**config.mk**
```make
export PLATFORM = sky130hd
export DESIGN_NAME = num_convert
export DESIGN_NICKNAME = d
export VERILOG_FILES = /design/src/rtl/num_convert.sv
export SDC_FILE = /design/constraint.sdc
export NUM_CORES = 1
export LEC_CHECK = 0
export ABC_CLOCK_PERIOD_IN_PS = 5200
export BUFFER_PORTS_ARGS = -buffer_cell sky130_fd_sc_hd__buf_2
export CAP_MARGIN = 5
export CORE_MARGIN = 1.5
export CORE_UTILIZATION = 57
export CTS_CLUSTER_SIZE = 28
export DETAILED_ROUTE_END_ITERATION = 10
export HOLD_SLACK_MARGIN = 0.08
export PLACE_DENSITY = 0.8
export SLEW_MARGIN = 40
export SYNTH_ARGS = -nofsm -noshare
export SYNTH_HDL_FRONTEND = slang
export SYNTH_SLANG_ARGS = --single-unit
```
**constraint.sdc**
```tcl
create_clock -name clk -period 5.2 [get_ports clk]
set_input_delay 0.26 -clock clk [delete_from_list [all_inputs] [get_ports clk]]
set_output_delay 0.26 -clock clk [all_outputs]
set_load 0.03 [all_outputs]
```
**src/rtl/num_convert.sv**
```systemverilog
// Integer <-> FPU-float converter: int->float normalises by left shifts, and
// float->int denormalises by right shifts with truncation and saturation.
module num_convert (
    input  logic        clk,
    input  logic        reset,
    input  logic        start,
    input  logic        mode,
    input  logic [15:0] int_in,
    input  logic        in_s,
    input  logic [6:0]  in_e,
    input  logic [14:0] in_m,
    output logic        res_s,
    output logic [6:0]  res_e,
    output logic [14:0] res_m,
    output logic [15:0] res_int,
    output logic        busy,
    output logic        done,
    output logic        zero_flag,
    output logic        overflow_flag,
    output logic        underflow_flag
);
    typedef enum logic [1:0] {IDLE, CHECK, SHIFT, DONE} state_t;

    localparam logic [6:0] E_ZERO = 7'b1000000;
    localparam logic [6:0] E_INF  = 7'b0111111;

    state_t      state_q, state_d;
    logic        mode_q, mode_d;
    logic [15:0] op_int_q, op_int_d;
    logic        op_s_q, op_s_d;
    logic [6:0]  op_e_q, op_e_d;
    logic [14:0] op_m_q, op_m_d;
    logic [15:0] mag_q, mag_d;
    logic [4:0]  cnt_q, cnt_d;
    logic        res_s_q, res_s_d;
    logic [6:0]  res_e_q, res_e_d;
    logic [14:0] res_m_q, res_m_d;
    logic [15:0] res_int_q, res_int_d;
    logic        zf_q, zf_d, of_q, of_d, uf_q, uf_d;
    logic [15:0] sat_val;

    assign sat_val = op_s_q ? 16'h7FFF : 16'h8000;

    always_comb begin
        state_d   = state_q;
        mode_d    = mode_q;
        op_int_d  = op_int_q;
        op_s_d    = op_s_q;
        op_e_d    = op_e_q;
        op_m_d    = op_m_q;
        mag_d     = mag_q;
        cnt_d     = cnt_q;
        res_s_d   = res_s_q;
        res_e_d   = res_e_q;
        res_m_d   = res_m_q;
        res_int_d = res_int_q;
        zf_d      = zf_q;
        of_d      = of_q;
        uf_d      = uf_q;
        case (state_q)
            IDLE: begin
                if (start) begin
                    mode_d   = mode;
                    op_int_d = int_in;
                    op_s_d   = in_s;
                    op_e_d   = in_e;
                    op_m_d   = in_m;
                    zf_d     = 1'b0;
                    of_d     = 1'b0;
                    uf_d     = 1'b0;
                    state_d  = CHECK;
                end
            end
            CHECK: begin
                state_d = DONE;
                if (!mode_q) begin
                    if (op_int_q == 16'h0000) begin
                        res_s_d = 1'b1;
                        res_e_d = E_ZERO;
                        res_m_d = 15'h4000;
                        zf_d    = 1'b1;
                    end else begin
                        // -32768 negates to itself, which is the correct magnitude
                        mag_d   = op_int_q[15] ? (~op_int_q + 16'd1) : op_int_q;
                        cnt_d   = 5'd15;
                        state_d = SHIFT;
                    end
                end else if (op_e_q == E_ZERO) begin
                    res_int_d = 16'h0000;
                    zf_d      = 1'b1;
                end else if (op_e_q == E_INF) begin
                    res_int_d = sat_val;
                    of_d      = 1'b1;
                end else if (op_e_q[6]) begin
                    res_int_d = 16'h0000;
                    zf_d      = 1'b1;
                    uf_d      = 1'b1;
                end else if (op_e_q >= 7'd15) begin
                    if (!op_s_q && op_e_q == 7'd15 && op_m_q == 15'h4000) begin
                        res_int_d = 16'h8000;
                    end else begin
                        res_int_d = sat_val;
                        of_d      = 1'b1;
                    end
                end else begin
                    mag_d   = {1'b0, op_m_q};
                    cnt_d   = 5'd14 - op_e_q[4:0];
                    state_d = SHIFT;
                end
            end
            SHIFT: begin
                if (!mode_q) begin
                    if (!mag_q[15]) begin
                        mag_d = {mag_q[14:0], 1'b0};
                        cnt_d = cnt_q - 5'd1;
                    end else begin
                        res_m_d = mag_q[15:1];
                        res_e_d = {2'b00, cnt_q};
                        res_s_d = ~op_int_q[15];
                        state_d = DONE;
                    end
                end else begin
                    if (cnt_q != 5'd0) begin
                        mag_d = {1'b0, mag_q[15:1]};
                        cnt_d = cnt_q - 5'd1;
                    end else begin
                        res_int_d = op_s_q ? mag_q : (~mag_q + 16'd1);
                        state_d   = DONE;
                    end
                end
            end
            DONE: state_d = IDLE;
            default: state_d = IDLE;
        endcase
    end

    always_ff @(posedge clk or posedge reset) begin
        if (reset) begin
            state_q   <= IDLE;
            mode_q    <= 1'b0;
            op_int_q  <= '0;
            op_s_q    <= 1'b0;
            op_e_q    <= '0;
            op_m_q    <= '0;
            mag_q     <= '0;
            cnt_q     <= '0;
            res_s_q   <= 1'b0;
            res_e_q   <= '0;
            res_m_q   <= '0;
            res_int_q <= '0;
            zf_q      <= 1'b0;
            of_q      <= 1'b0;
            uf_q      <= 1'b0;
        end else begin
            state_q   <= state_d;
            mode_q    <= mode_d;
            op_int_q  <= op_int_d;
            op_s_q    <= op_s_d;
            op_e_q    <= op_e_d;
            op_m_q    <= op_m_d;
            mag_q     <= mag_d;
            cnt_q     <= cnt_d;
            res_s_q   <= res_s_d;
            res_e_q   <= res_e_d;
            res_m_q   <= res_m_d;
            res_int_q <= res_int_d;
            zf_q      <= zf_d;
            of_q      <= of_d;
            uf_q      <= uf_d;
        end
    end

    assign busy           = (state_q != IDLE);
    assign done           = (state_q == DONE);
    assign res_s          = res_s_q;
    assign res_e          = res_e_q;
    assign res_m          = res_m_q;
    assign res_int        = res_int_q;
    assign zero_flag      = zf_q;
    assign overflow_flag  = of_q;
    assign underflow_flag = uf_q;
endmodule

```
==> metrics.md, run 1 <==
| Metric | Value |
|---|---|
| Class of the worst hold path | `primary input to flip-flop` |
| Die Width | `102 um` |
| Ys flop type | `dfrtp_1` |
| Largest cells by area after synthesis | `dfrtp_1 (46%), mux2_2 (10%), o21ai_0 (4.0%), a21oi_1 (3.5%), nand2_1 (3.1%)` |
| CP arrival | `3360 ps` |
| Initial antenna violation count | `0` |
| Hold depth | `2` |
| RSZ-0062 raised after global routing | `no` |
| Max VDD drop | `0.330 mV` |
| Root Buffer Master | `clkbuf_8` |
| Startpoint Class | `flip-flop` |
| Initial core utilization | `0.597` |
| Core ar. | `9370 um2` |
| Combinational Power Share | `0.529` |
| DR pass1 iterations | `5` |
| Ant. Diodes | `0` |
| H-tree Lvls | `3` |
| GPL Wtd Cong | `0.918` |
| Slew at the pin closest to its max-slew limit | `784 ps` |
| Hold WS | `115 ps` |
| Worst path bufs/invs | `1` |
| Slowest CP cell | `nor4_1` |
| Outcome | `finished, final reports clean` |
| Placed Area | `6060 um2` |
| Ys async rst share | `1.00` |
| Post-route clock skew | `16.9 ps` |
| Wire per inst | `16.3 um` |
| R2R cell count | `6` |
| Syn Inst Count | `575` |
| Syn Area/Cell | `9.74 um2` |
| Total clock sinks | `104` |
| GR Overflow Total | `0` |
| WP data required | `5460 ps` |
| Drt total wl | `12500 um` |
| Switching portion of total power | `0.479` |
| Power Dens Cells | `749 nW/um2` |
| All-Layer GR Usage | `0.252` |
| Max Slew Vio Count | `0` |
| Crit. End Element | `flip-flop` |
| Total placed cells including tap cells | `754` |
| Total CTS buffers | `9` |
| # DRC | `0` |
| CTS tree | `built` |
| Post-route cell area | `6270 um2` |
| Clk pin slew, worst setup/hold paths | `100 ps` |
| Row count | `35` |
| Area Growth Syn to Fin | `12.0%` |
| Ys Warns | `0` |
| Hold Path End | `op_m_q[3]` |
| Final setup fails | `0` |
| Die area | `10400 um2` |
| Vias in the first global route | `4154` |
| Ratio of cells with drive above 1 in the final layout | `0.266` |
| Fmax | `0.323 GHz` |
| Final hold violation count | `0` |
| Max clock buf depth | `2` |
| Reg2Reg Setup Slack | `2110 ps` |
| Final #Nets | `692` |
| EDFF count, synth | `0` |
| Critical path fanouts, max | `22` |
| Critical path class | `flip-flop to flip-flop` |
| Clock Latency Late Sink | `370 ps` |
| Fin cells | `771` |
| Slew headroom | `0.476` |
| Fin crit share | `0.595` |
| Largest area contributor in the netlist | `dfrtp_1` |
| DR vias/cell | `5.80` |
| Max-Cap Viols | `0` |
| Fin crit period | `3090 ps` |
| Post-DP HPWL | `9060 um` |
| Leakage | `2.79 nW` |
| Sequential share of power | `0.363` |
| Crit-path max cell delay | `640 ps` |
| Vias post-DR | `4474` |
| Mapped cell area | `5600 um2` |
| Netlist cell types | `64` |
| Seq/Total Area, Yosys | `0.465` |
| Yosys top cell area share | `0.465` |
| Net switching power figure | `0.00225 W` |
| Port bufs | `85` |
| 1st-iter DRT viols | `258` |
| Worst R2R Start | `op_int_q[2]` |
| HP Start | `in_m[3]` |
| Int Pwr | `0.00245 W` |
| Clock power frac | `0.108` |
| Family with the most delay on the worst path | `simple AND/OR/NAND/NOR gates` |
| Final setup TNS | `0 ps` |
| CP Cell Sequence | `nor4_1 -> nand2_1 -> or4_4 -> a21oi_4 -> buf_8 -> mux2_2` |
| IO Count | `87` |
| Post_cts resized | `0` |
| Number of synthesized register bits | `104` |
| Global-route wire length before repair | `20500 um` |
| Final antenna-violating net count | `0` |
| Crit Reg-Reg Endpoint | `res_m[1]` |
| Largest net degree at the start of global routing | `73` |
| Synthesized Nets | `630` |
| Die H | `102 um` |
[synth_stat cells (2+ instances only)]
cell / instances
o22ai_1: 3
o21ai_0: 45
inv_1: 41
nor3_1: 10
a32oi_1: 2
xor2_1: 15
mux2i_1: 4
buf_2: 10
a221o_1: 3
o31ai_1: 3
nor4_1: 6
dfrtp_1: 104
o41ai_1: 3
clkbuf_1: 18
a222oi_1: 7
or4_1: 4
a211oi_1: 3
or2_2: 2
nor3b_1: 2
nor2_1: 40
nand2b_1: 4
ha_1: 12
nand2_1: 46
buf_1: 7
or4_4: 2
clkbuf_2: 2
buf_6: 2
nor2b_1: 3
a21oi_1: 39
xnor2_1: 12
mux2_2: 52
a31oi_1: 6
nand4_1: 2
nand3_1: 27
and2_1: 5
[logic make-up after synthesis]
| logic type | after synthesis | share of synthesized area |
|---|---|---|
| simple gates | 159 | 0.139 |
| mux | 57 | 0.116 |
| flops | 104 | 0.465 |
| buf+inv | 81 | 0.0603 |
| xor+xnor | 27 | 0.0422 |
| fa+ha+maj | 12 | 0.0268 |
| other cells | 1 | 0.000670 |
| compound gates | 134 | 0.151 |
[per-layer routing]
layer	track usage	share of wire	vias up
li1	-	-	2149
met5	0	0	-
met4	0.0727	0.012	0
met2	0.372	0.45	185
met3	0.0472	0.062	15
met1	0.380	0.48	2125
[sequential cells by signal, summed over array words and instances, names as in the netlist, 2 cells and up]
name,flops
res_m,15
op_int_q,16
cnt_q,5
res_int,16
mag_q,16
res_e,6
op_m_q,15
op_e_q,7
state_q,2
[power groups by stage]
stage | registers, W | clock network (W) | logic (W)
global route | 0.00177 | 0.000558 | 0.00273
floorplan | 0.00175 | 0 | 0.00181
finish | 0.00171 | 0.000508 | 0.00248
CTS | 0.00169 | 0.000518 | 0.00247
global placement | 0.00168 | 0 | 0.00236
detailed placement | 0.00171 | 0 | 0.00246
[worst max-delay path by stage]
| stage | endpoint | depth (start not counted) | start |
|---|---|---|---|
| 3_5_place_dp | res_m[1] | 6 | op_int_q[2] |
| 5_1_grt | res_m[1] | 6 | op_int_q[2] |
| 4_1_cts | res_m[1] | 6 | op_int_q[2] |
| 6_report | res_m[1] | 6 | op_int_q[2] |
| 3_3_place_gp | res_m[1] | 5 | op_int_q[2] |
| 2_1_floorplan | cnt_q[0] | 1 | reset |
[stage by stage]
step | utilization | setup WS (ps) | power, W
after floorplan | - | 2210 | 0.00356
after global placement | 0.644 | 2180 | 0.00404
after detailed placement | 0.647 | 2150 | 0.00417
after CTS | 0.669 | 2140 | 0.00468
after global routing | 0.669 | 2010 | 0.00506
final | 0.669 | 2110 | 0.00470
[cell usage in the layout, fill, tap and decap left out, types with 15 or more instances in the layout]
master   count
dfrtp_1    103
inv_1       40
a21oi_1     39
mux2_2      52
buf_2       85
o21ai_0     45
nand3_1     26
nand2_1     46
xor2_1      15
nor2_1      40
[what timing repair did]
item / CTS / global route
endpoints found under the hold margin: 52 / 0
buffers inserted: 0 / 0
hold buffers: 1 / 0
endpoints found under the setup margin: 0 / 0
[cell type report]
class,count,area [um2]
clock inverter,4,53.8
multi-input combinational,390,2670
clock buffer,12,145
sequential,104,2600
timing repair buffer,91,480
fill,816,3100
inverter,41,156
tap,129,161
No activity file was read; power rests on OpenSTA's default activity.
==> run 2, diff against run 1 <==
- ABC_CLOCK_PERIOD_IN_PS: 5200 -> 3200
- clock period: 5.2 -> 3.2 ns (I/O delays scaled with it)
==> run 2 against run 1 <==
  * Clock-buffer cell count decreased by 2
  * Clock power grew 61%
  * Non-clock buffer count is 44 higher
  * Critical endpoint is now res_m[9]
==> metrics.md, run 2 (same netlist as run 1, synthesis figures left out) <==
| Metric | Value |
|---|---|
| WP data required | `3480 ps` |
| Die area | `10400 um2` |
| Final #Nets | `736` |
| GR Overflow Total | `0` |
| RSZ-0062 raised after global routing | `no` |
| Die Width | `102 um` |
| Power Dens Cells | `1150 nW/um2` |
| Final antenna-violating net count | `0` |
| Clk pin slew, worst setup/hold paths | `100 ps` |
| Critical path class | `flip-flop to flip-flop` |
| Leakage | `2.98 nW` |
| Total clock sinks | `104` |
| Total CTS buffers | `9` |
| Final setup TNS | `0 ps` |
| Ratio of cells with drive above 1 in the final layout | `0.254` |
| H-tree Lvls | `3` |
| Slew at the pin closest to its max-slew limit | `831 ps` |
| Outcome | `finished, final reports clean` |
| Initial antenna violation count | `0` |
| All-Layer GR Usage | `0.277` |
| Critical path fanouts, max | `41` |
| Clock Latency Late Sink | `360 ps` |
| Worst R2R Start | `op_int_q[2]` |
| Post-route clock skew | `15.0 ps` |
| HP Start | `start` |
| Slew headroom | `0.444` |
| DR pass1 iterations | `6` |
| Fin cells | `815` |
| Core ar. | `9370 um2` |
| Crit. End Element | `flip-flop` |
| Class of the worst hold path | `primary input to flip-flop` |
| Die H | `102 um` |
| Port bufs | `85` |
| Most common cell after layout, fill and taps aside | `dfrtp_1` |
| Overall Power | `0.00771 W` |
| Max VDD drop | `0.632 mV` |
| Total placed cells including tap cells | `758` |
| Wire per inst | `17.1 um` |
| Hold Path End | `underflow_flag` |
| Max-Cap Viols | `0` |
| Setup bufs post-CTS | `0` |
| Root Buffer Master | `clkbuf_8` |
| CTS tree | `built` |
| R2R cell count | `7` |
| Startpoint Class | `flip-flop` |
| Fin crit share | `0.854` |
| Row count | `35` |
| Max clock buf depth | `2` |
| Most frequent cells in the layout | `dfrtp_1 (104), buf_2 (85), mux2_2 (52)` |
| Area Growth Syn to Fin | `19.4%` |
| Global-route wire length before repair | `22400 um` |
| Hold depth | `4` |
| Filler Cell Count | `733` |
| CP arrival | `3010 ps` |
| Multi-input logic area | `2670 um2` |
| Crit Reg-Reg Endpoint | `res_m[9]` |
| Final hold violation count | `0` |
| Vias post-DR | `4754` |
| Ant. Diodes | `0` |
| IO Count | `87` |
| DR vias/cell | `5.83` |
| GPL Wtd Cong | `0.892` |
| Fmax | `0.366 GHz` |
| Register area | `2600 um2` |
| 1st-iter DRT viols | `391` |
| CTS Hold Bufs | `41` |
| Fin crit period | `2730 ps` |
| Max Slew Vio Count | `0` |
| Post_cts resized | `0` |
| # DRC | `0` |
| Reg2Reg Setup Slack | `470 ps` |
| Drt total wl | `14000 um` |
| Post-DP HPWL | `9280 um` |
| Largest net degree at the start of global routing | `69` |
| Initial core utilization | `0.597` |
| Core Util, Final | `0.713` |
| Vias in the first global route | `4551` |
| Final setup fails | `0` |
run 2: changes by cell type in the layout (fill, tap and decap cells not counted), moves of 2 or more:
cell,change
clkinvlp_4,-2
inv_6,+3
clkinv_2,+2
buf_4,+5
dlygate4sd3_1,+40
run 2: worst max-delay path, stage by stage, from the launching register on:
cell,delay [ps]
dfrtp_1,450
nor4_1,590
nand2_1,280
or4_4,500
a21oi_4,190
buf_4,360
nand3_1,140
o21ai_0,120
run 2: per-layer routing:
metal,vias up,part of all wire,global-route usage
li1,2234,-,-
met1,2325,0.44,0.367
met2,184,0.50,0.478
met3,11,0.056,0.0465
met4,0,0.0090,0.0653
met5,-,0,0
run 2: area by class of cell:
| cell class | count | area share |
|---|---|---|
| Multi-Input combinational cell | 390 | 0.399 |
| Tap cell | 129 | 0.0241 |
| Inverter | 41 | 0.0238 |
| Sequential cell | 104 | 0.389 |
| Clock inverter | 6 | 0.00992 |
| Clock buffer | 10 | 0.0191 |
| Timing Repair Buffer | 135 | 0.135 |
run 2: worst max-delay path by stage:
stage | from | depth (start not counted) | to | slack [ps]
floorplan | reset | 1 | cnt_q[0] | 310
global placement | op_int_q[6] | 6 | res_s | 700
detailed placement | op_int_q[2] | 7 | res_m[9] | 500
CTS | op_int_q[2] | 7 | res_m[9] | 470
global route | op_int_q[2] | 7 | res_m[6] | 240
finish | op_int_q[2] | 7 | res_m[9] | 470
run 2: stage by stage:
stage / cell area (um2) / setup WS [ps] / hold slack (ps)
floorplan: 5600 / 308 / 311
global placement: 6070 / 698 / 371
detailed placement: 6080 / 498 / 380
CTS: 6680 / 468 / 143
global route: 6690 / 235 / 218
finish: 6690 / 469 / 159
run 2: power breakdown:
group	internal, W	switching (W)	total [W]
Combinational	0.00166	0.00247	0.00413
Sequential	0.00197	0.000789	0.00276
Clock	0.000367	0.000451	0.000818
Total	0.00399	0.00371	0.00771
==> run 3, diff against run 2 <==
--- a/config.mk
+++ b/config.mk
@@ -9,5 +9,5 @@
 export BUFFER_PORTS_ARGS = -buffer_cell sky130_fd_sc_hd__buf_2
 export CAP_MARGIN = 5
-export CORE_MARGIN = 1.5
+export CORE_MARGIN = 3
 export CORE_UTILIZATION = 57
 export CTS_CLUSTER_SIZE = 28
@@ -15,4 +15,5 @@
 export HOLD_SLACK_MARGIN = 0.08
 export PLACE_DENSITY = 0.8
+export REMOVE_ABC_BUFFERS = 1
 export SLEW_MARGIN = 40
 export SYNTH_ARGS = -nofsm -noshare
==> constraint.sdc (replaced) <==
create_clock -name clk -period 3.2 [get_ports clk]
set_input_delay 0.16 -clock clk [delete_from_list [all_inputs] [get_ports clk]]
set_output_delay 0.16 -clock clk [all_outputs]
set_load 0.05 [all_outputs]
==> run 3 against run 2 <==
  * Hold slack improved by 0.54 ps
  * Sequential share of layout area decreased by 0.57 points
  * Design area increased by 1.5%
  * Critical endpoint is now res_m[1]
  * Core utilization increased by 1.1 points
  * Via count increased by 0.42%
==> metrics.md, run 3 (same netlist as run 1, synthesis figures left out) <==
| Metric | Value |
|---|---|
| Outcome | `finished, final reports clean` |
| Die H | `105 um` |
| Root Buffer Master | `clkbuf_8` |
| DR vias/cell | `5.83` |
| H-tree Lvls | `3` |
| IO Count | `87` |
| Max Slew Vio Count | `0` |
| Critical path class | `flip-flop to flip-flop` |
| Post_cts resized | `0` |
| Post-route clock skew | `12.6 ps` |
| Vias post-DR | `4774` |
| CTS tree | `built` |
| Slew headroom | `0.507` |
| Port bufs | `85` |
| Crit. End Element | `flip-flop` |
| Clock Latency Late Sink | `370 ps` |
| Final antenna-violating net count | `0` |
| Total CTS buffers | `9` |
| Ant. Diodes | `0` |
| Fmax | `0.380 GHz` |
| Fin crit period | `2630 ps` |
| Filler Cell Count | `692` |
| CP arrival | `2900 ps` |
| DR WL met3 | `963 um` |
| Area Growth Syn to Fin | `21.2%` |
| Die area | `11000 um2` |
| Slew at the pin closest to its max-slew limit | `739 ps` |
| Initial core utilization | `0.597` |
| Register area | `2600 um2` |
| Fin crit share | `0.823` |
| Ratio of cells with drive above 1 in the final layout | `0.261` |
| GR Overflow Total | `0` |
| Initial antenna violation count | `0` |
| Vias in the first global route | `4646` |
| Top routing layer in use | `met4` |
| Critical path fanouts, max | `14` |
| Final hold violation count | `0` |
| Met1 wire length | `5950 um` |
| All-Layer GR Usage | `0.262` |
| Wire per inst | `17.3 um` |
| Class of the worst hold path | `primary input to flip-flop` |
| Core ar. | `9370 um2` |
| Metal2 WL | `6940 um` |
| Max-Cap Viols | `0` |
| DR pass1 iterations | `5` |
| Die Width | `105 um` |
| Post-DP HPWL | `9500 um` |
| Total clock sinks | `104` |
| Setup bufs post-CTS | `0` |
| Startpoint Class | `flip-flop` |
| Row count | `35` |
| Core Util, Final | `0.724` |
| Largest net degree at the start of global routing | `61` |
| Clk pin slew, worst setup/hold paths | `100 ps` |
| CTS Hold Bufs | `41` |
| # DRC | `0` |
| Most frequent cells in the layout | `dfrtp_1 (104), buf_2 (85), mux2_2 (52)` |
| Global-route wire length before repair | `23500 um` |
| Multi-input logic area | `2670 um2` |
| Final setup fails | `0` |
| Drt total wl | `14100 um` |
| GPL Wtd Cong | `0.874` |
| RSZ-0062 raised after global routing | `no` |
| Final #Nets | `740` |
| WP data required | `3460 ps` |
| Most common cell after layout, fill and taps aside | `dfrtp_1` |
| 1st-iter DRT viols | `483` |
| Max clock buf depth | `2` |
==> run 3: cell types whose count changed in the layout (fill, tap and decap cells not counted), moves of 2 or more <==
cell       change
buf_4          +3
bufinv_16      +2
clkinv_2       -2
inv_6          -2
==> run 3: layout make-up <==
class / instances / share of cell area
Multi-Input combinational cell: 390 / 0.393
Sequential cell: 104 / 0.384
Timing Repair Buffer: 139 / 0.139
Tap cell: 129 / 0.0238
Inverter: 41 / 0.0230
Clock inverter: 7 / 0.0188
Clock buffer: 9 / 0.0183
==> run 3: metal layers <==
metal	up-vias	GRT usage
li1	2236	-
met1	2314	0.359
met2	199	0.431
met3	25	0.0482
met4	0	0.0722
met5	-	0
==> run 3: critical path, cell delays in order, from the launching register on <==
cell	delay [ps]
dfrtp_1	440
or4_4	580
nand4b_4	200
or4_4	540
a21oi_4	390
mux2_2	380
==> run 3: worst paths after layout <==
check | slack, ps | cells after the start | endpoint | startpoint
max | 570 | 5 | res_m[1] | op_int_q[6]
min | 160 | 4 | underflow_flag | start
max reg2reg | 570 | 5 | res_m[1] | op_int_q[6]
min reg2reg | 470 | 1 | res_m[14] | res_m[14]
max in group asynchronous | 1910 | 4 | res_m[7] | reset
min in group asynchronous | 480 | 3 | cnt_q[4] | reset
==> run 3: stage by stage <==
step / hold WS [ps] / setup slack, ps / cells / area (um2) / TNS (ps)
final: 160 / 568 / 819 / 6790 / 0
after global routing: 185 / 411 / 819 / 6790 / 0
after CTS: 148 / 581 / 819 / 6780 / 0
after detailed placement: 343 / 573 / 762 / 6120 / 0
after global placement: 345 / 635 / 762 / 6120 / 0
after floorplan: 311 / -525 / 535 / 5420 / -10500
Power of run 3 is not shown: default switching activity piles up to over one toggle a cycle in this logic, so the estimate is an artifact.
